### src/rtl/hash_table_pkg.sv
// Shared hash-table types: command opcodes, the command record and the
// hazard-guard holding-register states.
package hash_table_pkg;

  localparam int HT_KEY_WIDTH    = 32;
  localparam int HT_VALUE_WIDTH  = 16;
  localparam int HT_BUCKET_WIDTH = 8;
  localparam int HT_MAX_INFLIGHT = 4;

  typedef enum logic [1:0] {
    OP_SEARCH = 2'd0,
    OP_INSERT = 2'd1,
    OP_DELETE = 2'd2
  } ht_opcode_t;

  typedef struct packed {
    ht_opcode_t                 opcode;
    logic [HT_KEY_WIDTH-1:0]    key;
    logic [HT_VALUE_WIDTH-1:0]  value;
    logic [HT_BUCKET_WIDTH-1:0] bucket;
  } ht_command_t;

  typedef enum logic [1:0] {
    HOLD_EMPTY   = 2'd0,
    HOLD_BLOCKED = 2'd1,
    HOLD_READY   = 2'd2
  } hold_state_t;

  function automatic logic [15:0] sat_inc16(input logic [15:0] v);
    return (v == 16'hFFFF) ? v : v + 16'd1;
  endfunction

endpackage

### src/rtl/ht_cmd_hazard_guard_inflight_table.sv
// Table of buckets currently owned by the bucket engine. Entries are
// allocated lowest-free-first on issue and cleared by bucket on completion.
module ht_inflight_table #(
  parameter int BUCKET_WIDTH = 8,
  parameter int MAX_INFLIGHT = 4
) (
  input  logic                              clk_i,
  input  logic                              rst_i,
  input  logic                              alloc_i,
  input  logic [BUCKET_WIDTH-1:0]           alloc_bucket_i,
  input  logic                              free_i,
  input  logic [BUCKET_WIDTH-1:0]           free_bucket_i,
  input  logic [BUCKET_WIDTH-1:0]           lookup_bucket_i,
  output logic                              hit_o,
  output logic                              full_o,
  output logic [$clog2(MAX_INFLIGHT+1)-1:0] cnt_o,
  output logic                              miss_err_o
);

  localparam int IDX_W = $clog2(MAX_INFLIGHT);
  localparam int CNT_W = $clog2(MAX_INFLIGHT+1);

  logic [MAX_INFLIGHT-1:0] r_valid;
  logic [BUCKET_WIDTH-1:0] r_bucket [MAX_INFLIGHT];

  logic [MAX_INFLIGHT-1:0] w_lookup_vec;
  logic [MAX_INFLIGHT-1:0] w_free_vec;
  logic [IDX_W-1:0]        w_alloc_idx;
  logic [CNT_W-1:0]        w_cnt;
  logic                    w_alloc;

  // NOTE: every always_comb output gets a default first so no path can leave it unassigned (no latch).
  always_comb begin
    w_lookup_vec = '0;
    w_free_vec   = '0;
    w_alloc_idx  = '0;
    w_cnt        = '0;
    for (int i = MAX_INFLIGHT-1; i >= 0; i--) begin
      w_lookup_vec[i] = r_valid[i] && (r_bucket[i] == lookup_bucket_i);
      w_free_vec[i]   = r_valid[i] && (r_bucket[i] == free_bucket_i);
      w_cnt           = w_cnt + CNT_W'(r_valid[i]);
      if (!r_valid[i]) w_alloc_idx = IDX_W'(i);
    end
  end

  assign full_o     = &r_valid;
  assign hit_o      = |w_lookup_vec;
  assign cnt_o      = w_cnt;
  assign miss_err_o = free_i && !(|w_free_vec);
  assign w_alloc    = alloc_i && !full_o;

  always_ff @(posedge clk_i) begin
    if (rst_i) begin
      r_valid <= '0;
    end else begin
      for (int i = 0; i < MAX_INFLIGHT; i++) begin
        if (free_i && w_free_vec[i]) r_valid[i] <= 1'b0;
      end
      if (w_alloc) r_valid[w_alloc_idx] <= 1'b1;
    end
  end

  // NOTE: bucket storage is not reset; it is only ever read through its valid bit.
  always_ff @(posedge clk_i) begin
    if (w_alloc) r_bucket[w_alloc_idx] <= alloc_bucket_i;
  end

endmodule

### src/rtl/ht_cmd_hazard_guard.sv
// Per-bucket ordering guard: holds one command until its bucket is no longer
// in flight in the bucket engine and the in-flight table has room.
module ht_cmd_hazard_guard
  import hash_table_pkg::*;
#(
  parameter int KEY_WIDTH    = HT_KEY_WIDTH,
  parameter int VALUE_WIDTH  = HT_VALUE_WIDTH,
  parameter int BUCKET_WIDTH = HT_BUCKET_WIDTH,
  parameter int MAX_INFLIGHT = HT_MAX_INFLIGHT
) (
  input  logic                              clk_i,
  input  logic                              rst_i,
  input  logic                              in_valid_i,
  output logic                              in_ready_o,
  input  ht_opcode_t                        in_opcode_i,
  input  logic [KEY_WIDTH-1:0]              in_key_i,
  input  logic [VALUE_WIDTH-1:0]            in_value_i,
  input  logic [BUCKET_WIDTH-1:0]           in_bucket_i,
  output logic                              out_valid_o,
  input  logic                              out_ready_i,
  output ht_opcode_t                        out_opcode_o,
  output logic [KEY_WIDTH-1:0]              out_key_o,
  output logic [VALUE_WIDTH-1:0]            out_value_o,
  output logic [BUCKET_WIDTH-1:0]           out_bucket_o,
  input  logic                              done_valid_i,
  input  logic [BUCKET_WIDTH-1:0]           done_bucket_i,
  output logic [$clog2(MAX_INFLIGHT+1)-1:0] inflight_cnt_o,
  output logic [15:0]                       stall_cnt_o,
  output logic                              err_o
);

  logic                    r_held;
  ht_opcode_t              r_opcode;
  logic [KEY_WIDTH-1:0]    r_key;
  logic [VALUE_WIDTH-1:0]  r_value;
  logic [BUCKET_WIDTH-1:0] r_bucket;
  logic [15:0]             r_stall_cnt;
  logic                    r_err;

  logic        w_hit;
  logic        w_full;
  logic        w_miss_err;
  logic        w_issue;
  logic        w_accept;
  hold_state_t w_state;

  // Ready/blocked is re-derived every cycle from the registered table, so a
  // completion frees the held command exactly one cycle later.
  always_comb begin
    w_state = HOLD_EMPTY;
    if (r_held) w_state = (w_hit || w_full) ? HOLD_BLOCKED : HOLD_READY;
  end

  assign out_valid_o = (w_state == HOLD_READY);
  assign w_issue     = out_valid_o && out_ready_i;
  assign in_ready_o  = (w_state == HOLD_EMPTY) || w_issue;
  assign w_accept    = in_valid_i && in_ready_o;

  always_ff @(posedge clk_i) begin
    if (rst_i) begin
      r_held      <= 1'b0;
      r_opcode    <= OP_SEARCH;
      r_key       <= '0;
      r_value     <= '0;
      r_bucket    <= '0;
      r_stall_cnt <= '0;
      r_err       <= 1'b0;
    end else begin
      if (w_accept) begin
        r_held   <= 1'b1;
        r_opcode <= in_opcode_i;
        r_key    <= in_key_i;
        r_value  <= in_value_i;
        r_bucket <= in_bucket_i;
      end else if (w_issue) begin
        r_held <= 1'b0;
      end
      if (w_state == HOLD_BLOCKED) r_stall_cnt <= sat_inc16(r_stall_cnt);
      if (w_miss_err) r_err <= 1'b1;
    end
  end

  assign out_opcode_o = r_opcode;
  assign out_key_o    = r_key;
  assign out_value_o  = r_value;
  assign out_bucket_o = r_bucket;
  assign stall_cnt_o  = r_stall_cnt;
  assign err_o        = r_err;

  ht_inflight_table #(
    .BUCKET_WIDTH (BUCKET_WIDTH),
    .MAX_INFLIGHT (MAX_INFLIGHT)
  ) u_table (
    .clk_i           (clk_i),
    .rst_i           (rst_i),
    .alloc_i         (w_issue),
    .alloc_bucket_i  (r_bucket),
    .free_i          (done_valid_i),
    .free_bucket_i   (done_bucket_i),
    .lookup_bucket_i (r_bucket),
    .hit_o           (w_hit),
    .full_o          (w_full),
    .cnt_o           (inflight_cnt_o),
    .miss_err_o      (w_miss_err)
  );

endmodule

### config.mk
export PLATFORM = sky130hd
export DESIGN_NAME = ht_cmd_hazard_guard
export DESIGN_NICKNAME = d
export VERILOG_FILES = /design/src/rtl/hash_table_pkg.sv /design/src/rtl/ht_cmd_hazard_guard_inflight_table.sv /design/src/rtl/ht_cmd_hazard_guard.sv
export SDC_FILE = /design/constraint.sdc
export NUM_CORES = 1
export LEC_CHECK = 0
export BUFFER_PORTS_ARGS = -buffer_cell sky130_fd_sc_hd__buf_4
export CAP_MARGIN = 0
export CORE_MARGIN = 2
export CORE_UTILIZATION = 53
export CTS_BUF_LIST = sky130_fd_sc_hd__clkbuf_2
export DETAILED_ROUTE_END_ITERATION = 12
export HOLD_SLACK_MARGIN = 0.08
export PLACE_DENSITY = 0.85
export SETUP_SLACK_MARGIN = 0.15
export SLEW_MARGIN = 25
export SYNTH_ARGS = -nofsm -noshare
export SYNTH_HDL_FRONTEND = slang
export SYNTH_SLANG_ARGS = --single-unit
export TNS_END_PERCENT = 100
### constraint.sdc
create_clock -name clk_i -period 3.5 [get_ports clk_i]
set_input_delay 0.175 -clock clk_i [delete_from_list [all_inputs] [get_ports clk_i]]
set_output_delay 0.175 -clock clk_i [all_outputs]
set_load 0.01 [all_outputs]
==> run metrics, run 1 <==
hold_sp rst_i; max incr delay on CP 0.72 ns; Yosys reg bits 112; antenna viol nets, final 0; CP max FO 10; Pwr Total around 2.5 mW; Pleak between 2 and 3 nW; Initial DRT Pass Iterations 4; Worst-path clk slew 0.34 ns; TritonCTS clock tree done; grt ovf 0; Clock Path Buffers 2; Hold Vio Cnt, Final 0; wire length per cell 16.9 um; FP Rows 35; setup slack, reg-to-reg 0.83 ns; Root Buffer clkbuf_2; Pint 1.82 mW; reg2reg end out_key_o[15]; Post-synth ARST share 0%; initial core utilization between 50% and 60%; Sw Share 27.8%; Initial DRC Count 139; Via density between 5 and 6; critical path required time 3.32 ns; ys flop type dfxtp_1; library cells used by synthesis 37; Slew @ Worst Pin 0.856 ns; maxcap violations 0; final setup violation count 0; sw power 0.703 mW; Worst-Skew Late Latency 0.58 ns; Die Span X 101 um; WP depth 6; WP buf/inv 1; Hold Path Class in -> reg; Post-synth EDFFs 32; layout cells sized above 1 26.1%; total track usage 26.8%; largest net degree at the start of global routing 84; CTS sink count 112; PD cells 367 nW/um^2; Worst Setup Path Type reg -> out; H-tree levels 3; fmax 0.369 GHz; DRC viols 0; hold path depth 2; core area 9150 um^2; post-synthesis net count 545; Non-Filler Instances roughly 790; status complete, no violations; Die ar. approximately 10000 um^2; Reg power frac 57.5%; setup TNS 0 ns; critical path launch point type flip-flop; GP Congestion 0.875; diode count 0; smallest hold slack 0.132 ns; Synth Warn # 0; Clk pwr share 25.3%; arrival time worst endpoint 2.54 ns; Worst Reg-to-Reg Cells 8; max-slew violation count 0; syn_area_per_cell around 11 um^2; CP Capture Type output port; Logic pwr share 17.2%; dpl cells 708; Layout area overhead 39.3%; Vias 4226; vias in the first global route 4327; Final nets roughly 750; Tcrit/Tclk final 77.5%; Final Skew 0.0450 ns; most frequent cells in the layout buf_4, dfxtp_1, nor2_1, dlygate4sd3_1, mux2i_1; fin crit period 2.71 ns; RSZ-0062 raised after global routing no; TritonCTS Buffers 9; IO Count roughly 150; mapped cell area 4940 um^2; PortBufs 150; Hold EP stall_cnt_o[1]; initial antenna violation count 0; Worst VDD drop 0.000233 V; Top delay family on crit path flip-flops; Post-Route WL between 10000 and 15000 um; Die H 101 um; sequential-to-total area share from yosys stat 51.9%; reg2reg start out_bucket_o[1]; most common cell after layout, fill and taps aside buf_4; critical path cell sequence xor2_1 > nor4_2 > a311oi_2 > nand2_1 > nor2_1 > buf_4; CP max-delay cell dfxtp_1; dpl hpwl approximately 8600 um; worst relative slew slack 43.0%; first-pass GRT wire length 21300 um; Synth Instances 469
cell usage after synthesis, types with 2 or more instances:
cell / n / share of area, %
a21oi_1: 17 / 1.7
nor4b_1: 2 / 0.35
xor2_1: 25 / 4.4
o21ai_0: 9 / 0.91
nand2_1: 26 / 2.0
and3_1: 5 / 0.63
o31ai_1: 4 / 0.61
ha_1: 4 / 1.0
nand3_1: 12 / 1.2
edfxtp_1: 32 / 19
nand4_1: 10 / 1.3
a31oi_1: 2 / 0.25
buf_4: 3 / 0.46
or3_1: 8 / 1.0
nor3_1: 3 / 0.30
inv_1: 7 / 0.53
clkbuf_1: 11 / 0.84
xnor2_1: 40 / 7.1
o2bb2ai_1: 2 / 0.35
and2_1: 3 / 0.38
dfxtp_1: 80 / 32
nor2_1: 68 / 5.2
or4_1: 4 / 0.61
nor4_1: 10 / 1.3
buf_2: 12 / 1.2
mux2i_1: 59 / 12
state kept, by name, summed over array words and instances (netlist names):
| name | cells |
|---|---|
| u_table.r_valid | 4 |
| u_table.r_bucket | 32 |
| out_opcode_o | 2 |
| stall_cnt_o | 16 |
| r_held | 1 |
| err_o | 1 |
| out_value_o | 16 |
| out_key_o | 32 |
| out_bucket_o | 8 |
kinds of logic (layout without fill, tap and decap cells):
kind of cell    after synthesis  in the layout  share of synthesized area (%)
simple gates                155            155                           14.9
flops                       112            112                           51.9
xor+xnor                     65             65                           11.5
mux                          60             60                           12.2
compound gates               38             38                           4.82
buf+inv                      34            240                           3.27
fa+ha+maj                     5              5                           1.42
stage by stage:
| step | setup WS, ns | util, % | cell area, um^2 |
|---|---|---|---|
| 2_1_floorplan | 0.740 | - | 4940 |
| 3_3_place_gp | 0.949 | 67.0 | 6130 |
| 3_5_place_dp | 0.858 | 67.0 | 6130 |
| 4_1_cts | 0.706 | 75.2 | 6880 |
| 5_1_grt | 0.520 | 75.2 | 6880 |
| 6_report | 0.788 | 75.2 | 6880 |
worst max-delay path by stage:
| stage | endpoint | startpoint |
|---|---|---|
| after floorplan | u_table.r_bucket[2][0] | out_bucket_o[4] |
| after global placement | u_table.r_bucket[0][4] | out_bucket_o[0] |
| after detailed placement | u_table.r_bucket[0][3] | out_bucket_o[0] |
| after CTS | in_ready_o | out_bucket_o[3] |
| after global routing | in_ready_o | out_bucket_o[0] |
| final | out_valid_o | out_bucket_o[0] |
power by group through the flow:
stage	Combinational, mW	Clock (mW)	Sequential (mW)
2_1_floorplan	0.183	0	1.47
3_3_place_gp	0.360	0	1.47
3_5_place_dp	0.370	0	1.47
4_1_cts	0.427	0.646	1.45
5_1_grt	0.468	0.693	1.46
6_report	0.435	0.640	1.45
final cells by class:
type                            instances  area, um^2
Fill cell                             600        2270
Inverter                                7        26.3
Tap cell                              111         139
Sequential cell                       112        2560
Clock inverter                          7        85.1
Timing Repair Buffer                  217        1800
Multi-Input combinational cell        323        2220
Clock buffer                            9        45.0
per-layer routing:
metal	routed length [um]	track usage, %
met2	7010	48.2
met4	316	7.69
met3	743	5.76
met5	0	0
met1	5230	32.4
repair_timing:
| action | 4_1_cts | 5_1_grt |
|---|---|---|
| endpoints found under the hold margin | 64 | 0 |
| gates resized for setup | 0 | 0 |
| setup endpoints to repair | 0 | 0 |
| setup buffers | 0 | 0 |
| hold buffers | 62 | 0 |
Note: power is estimated with default switching activity, not from simulation.
==> inputs of run 2 (changes only) <==
--- a/config.mk
+++ b/config.mk
@@ -5,14 +5,15 @@
 export SDC_FILE = /design/constraint.sdc
 export NUM_CORES = 1
 export LEC_CHECK = 0
+export ABC_AREA = 1
 export BUFFER_PORTS_ARGS = -buffer_cell sky130_fd_sc_hd__buf_4
 export CAP_MARGIN = 0
 export CORE_MARGIN = 2
-export CORE_UTILIZATION = 53
+export CORE_UTILIZATION = 49
 export CTS_BUF_LIST = sky130_fd_sc_hd__clkbuf_2
 export DETAILED_ROUTE_END_ITERATION = 12
 export HOLD_SLACK_MARGIN = 0.08
-export PLACE_DENSITY = 0.85
+export PLACE_DENSITY = 0.81
 export SETUP_SLACK_MARGIN = 0.15
 export SLEW_MARGIN = 25
 export SYNTH_ARGS = -nofsm -noshare
==> constraint.sdc (replaced) <==
create_clock -name clk_i -period 2.4 [get_ports clk_i]
set_input_delay 0.12 -clock clk_i [delete_from_list [all_inputs] [get_ports clk_i]]
set_output_delay 0.12 -clock clk_i [all_outputs]
set_load 0.01 [all_outputs]
==> run 2 against run 1 <==
Utilization shrank 1.1 points. Sequential share of layout area decreased by 6.6 points. Synthesized cell count rose by 67%. Wire length up 39%. Largest power group unchanged. Critical path type unchanged. Non-clock buffer count rose by 58.
==> run metrics, run 2 <==
total track usage 27.0% (+0.19 points); most frequent cell after synthesis nand2_1; WP buf/inv 3 (+2); Pwr Total 3.76 mW (+49%); Critical Path Start u_table.r_bucket[3][5]; syn_area_per_cell 7.23 um^2 (-31%); fmax 0.425 GHz; sequential-to-total area share from yosys stat 45.1% (-6.8 points); Root Buffer clkbuf_2; max incr delay on CP 0.50 ns (-0.22 ns); critical path cell sequence buf_6 > nand2_2 > nand2_2 > nor2_1 > nand3_1 > nor2_2 > nor2_2 > nand3_2 > o21bai_4 > buf_12 > buf_6; mux cell area share after synthesis 0% (-12 points); max-slew violation count 0 (unchanged); area of the multi-input gates 2650 um^2 (+19%); CP max FO 3 (-7); wire length per cell 15.7 um (-7.3%); Post-Route WL 18500 um (+39%); Simple-Gate Fraction of Synth Area 27.2% (+12 points); FP Rows 39 (+11%); Final nets 1108 (+49%); Yosys top cell area share 28.2% (-4.2 points); most common cell after layout, fill and taps aside buf_4; grt ovf 0 (unchanged); Worst-Skew Late Latency 0.63 ns (+0.05 ns); CP Capture Type output port; dpl cells 1053 (+49%); H-tree levels 3 (unchanged); commonest cells in the netlist nand2_1, inv_1, nor2_1; # fillers 835 (+39%); critical path launch point type flip-flop; Initial DRT Pass Iterations 5 (+1); mapped cell area 5680 um^2 (+15%); GP Congestion 0.958 (+9.4%); antenna viol nets, final 0 (unchanged); Worst-path clk slew 0.32 ns (-0.02 ns); initial core utilization 49.9% (-4.0 points); IO Count 151 (unchanged); Hold Path Class in -> reg; synthesized-area fraction occupied by adder cells 1.23% (-0.18 points); largest cells by area after synthesis dfxtp_1, edfxtp_1, nand2_1, a21oi_1, inv_1; initial antenna violation count 0 (unchanged); arrival time worst endpoint 2.23 ns (-0.31 ns); post-route cell area 8420 um^2 (+22%); DRC viols 0 (unchanged); Non-Filler Instances 1180 (+50%); most frequent cells in the layout buf_4, nand2_1, inv_1, nor2_1, a21oi_1; Worst Setup Path Type reg -> out; vias in the first global route 5650 (+31%); Worst VDD drop 0.000394 V (+69%); reg2reg start u_table.r_bucket[1][1]; maxcap violations 0 (unchanged); Yosys reg bits 112 (unchanged); Vias 6153 (+46%); final setup violation count 0 (unchanged); core area 11400 um^2 (+24%); synthesized-area fraction occupied by xor and xnor cells 4.48% (-7.1 points); PortBufs 150 (unchanged); diode count 0 (unchanged); reg2reg end err_o; hold_sp done_bucket_i[5]; Initial DRC Count 566 (+310%); Yosys top cell by area dfxtp_1; Post-synth EDFFs 32 (unchanged); dpl hpwl 10600 um (+24%); FF/Latch Area 2580 um^2 (+0.68%); Slew @ Worst Pin 0.648 ns (-0.207 ns); main combinational cell family by area after synthesis simple AND/OR/NAND/NOR gates; Worst Reg-to-Reg Cells 17 (+9); DP Area 6950 um^2 (+13%); Post-synth ARST share 0% (unchanged); Top delay family on crit path simple AND/OR/NAND/NOR gates; CTS sink count 112 (unchanged); ys flop type dfxtp_1; largest net degree at the start of global routing 64 (-24%); Die H 112 um (+11%); smallest hold slack 0.183 ns (+0.0510 ns); library cells used by synthesis 37 (unchanged); post-synthesis net count 861 (+58%); Via density 5.21 (-3.0%); fin crit period 2.35 ns; Layout area overhead 48.3%; Compound-Gate Fraction of Synth Area 10.7% (+5.9 points); Synth Warn # 0 (unchanged); critical path required time 2.28 ns (-1.04 ns); TritonCTS Buffers 9 (unchanged); Hold EP u_table.r_valid[3]; hold path depth 7 (+5); Pleak 4.03 nW (+36%); Die ar. 12500 um^2 (+23%); status complete, no violations; Hold Vio Cnt, Final 0 (unchanged); Synth Instances 785 (+67%); PD cells 447 nW/um^2 (+22%); CP max-delay cell edfxtp_1; first-pass GRT wire length 27500 um (+29%); Tcrit/Tclk final a little over nine tenths; RSZ-0062 raised after global routing yes; Clock Path Buffers 2 (unchanged); TritonCTS clock tree done; Die Span X 112 um (+11%); setup slack, reg-to-reg 0.05 ns (-0.78 ns); layout cells sized above 1 28.0% (+1.9 points); Final Skew 0.0442 ns (-0.000790 ns); worst relative slew slack 56.8% (+14 points)
## run 2: cell count changes in the layout (fill, tap and decap cells not counted), sizes merged, moves of 45 or more
| cell | delta |
|---|---|
| nand3 | +63 |
| a21oi | +67 |
| buf | +45 |
| inv | +108 |
| mux2i | -59 |
| nand2 | +139 |
## run 2: cell families (layout without fill, tap and decap cells)
family | after synthesis | after routing
AND/OR/NAND/NOR | 369 | 369
flip-flops | 112 | 112
XOR/XNOR | 29 | 29
adder cells (fa/ha/maj) | 5 | 5
AO/OA/AOI/OAI | 113 | 113
buffers and inverters | 157 | 409
## run 2: tightest hold or removal path: stages
cell      delay, ns
buf_4          0.14
a221oi_1       0.09
nand3_1        0.12
nor2_1         0.07
nand2_1        0.05
nand2_1        0.04
a21oi_1        0.13
## run 2: area by class of cell
cell class | count | area share [%]
clock buffer | 9 | 0.535
clock inverter | 7 | 0.669
inverter | 118 | 5.32
multi-input combinational | 516 | 31.5
sequential | 112 | 30.7
tap | 143 | 2.13
timing repair buffer | 275 | 29.2
## run 2: where the power goes
| group | switching (mW) | total [mW] | internal, mW |
|---|---|---|---|
| clock network | 0.661 | 0.807 | 0.146 |
| registers | 0.0737 | 2.11 | 2.04 |
| logic | 0.408 | 0.841 | 0.432 |
## run 2: worst max-delay path by stage
stage | endpoint | slack [ns] | cells past startpoint
finish | in_ready_o | 0.05 | 11
floorplan | u_table.r_bucket[0][0] | 0.37 | 9
global placement | u_table.r_bucket[0][2] | 0.19 | 10
detailed placement | u_table.r_bucket[0][2] | 0.10 | 10
CTS | in_ready_o | 0.04 | 11
global route | in_ready_o | -0.14 | 11
## run 2: stage by stage
step           util, %  setup slack [ns]  TNS, ns
2_1_floorplan        -             0.369        0
3_3_place_gp      61.2             0.187        0
3_5_place_dp      61.2             0.104        0
4_1_cts           70.3            0.0435        0
5_1_grt           74.0            -0.138   -0.293
6_report          74.0            0.0458        0
## run 2: per-layer routing
metal | routed length (um) | global-route usage [%] | vias to the layer above
met2 | 8920 | 43.1 | 290
met5 | 0 | 0 | -
met3 | 1520 | 5.01 | 55
li1 | - | - | 3002
met1 | 7450 | 36.2 | 2806
met4 | 625 | 11.5 | 0
## run 2: timing repair
item | CTS | global route
hold buffers | 69 | 0
cloned | 1 | 6
gates resized for setup | 17 | 60
hold endpoints to repair | 110 | 0
setup endpoints to repair | 37 | 95
buffers inserted | 24 | 11
pin swaps | 8 | 16
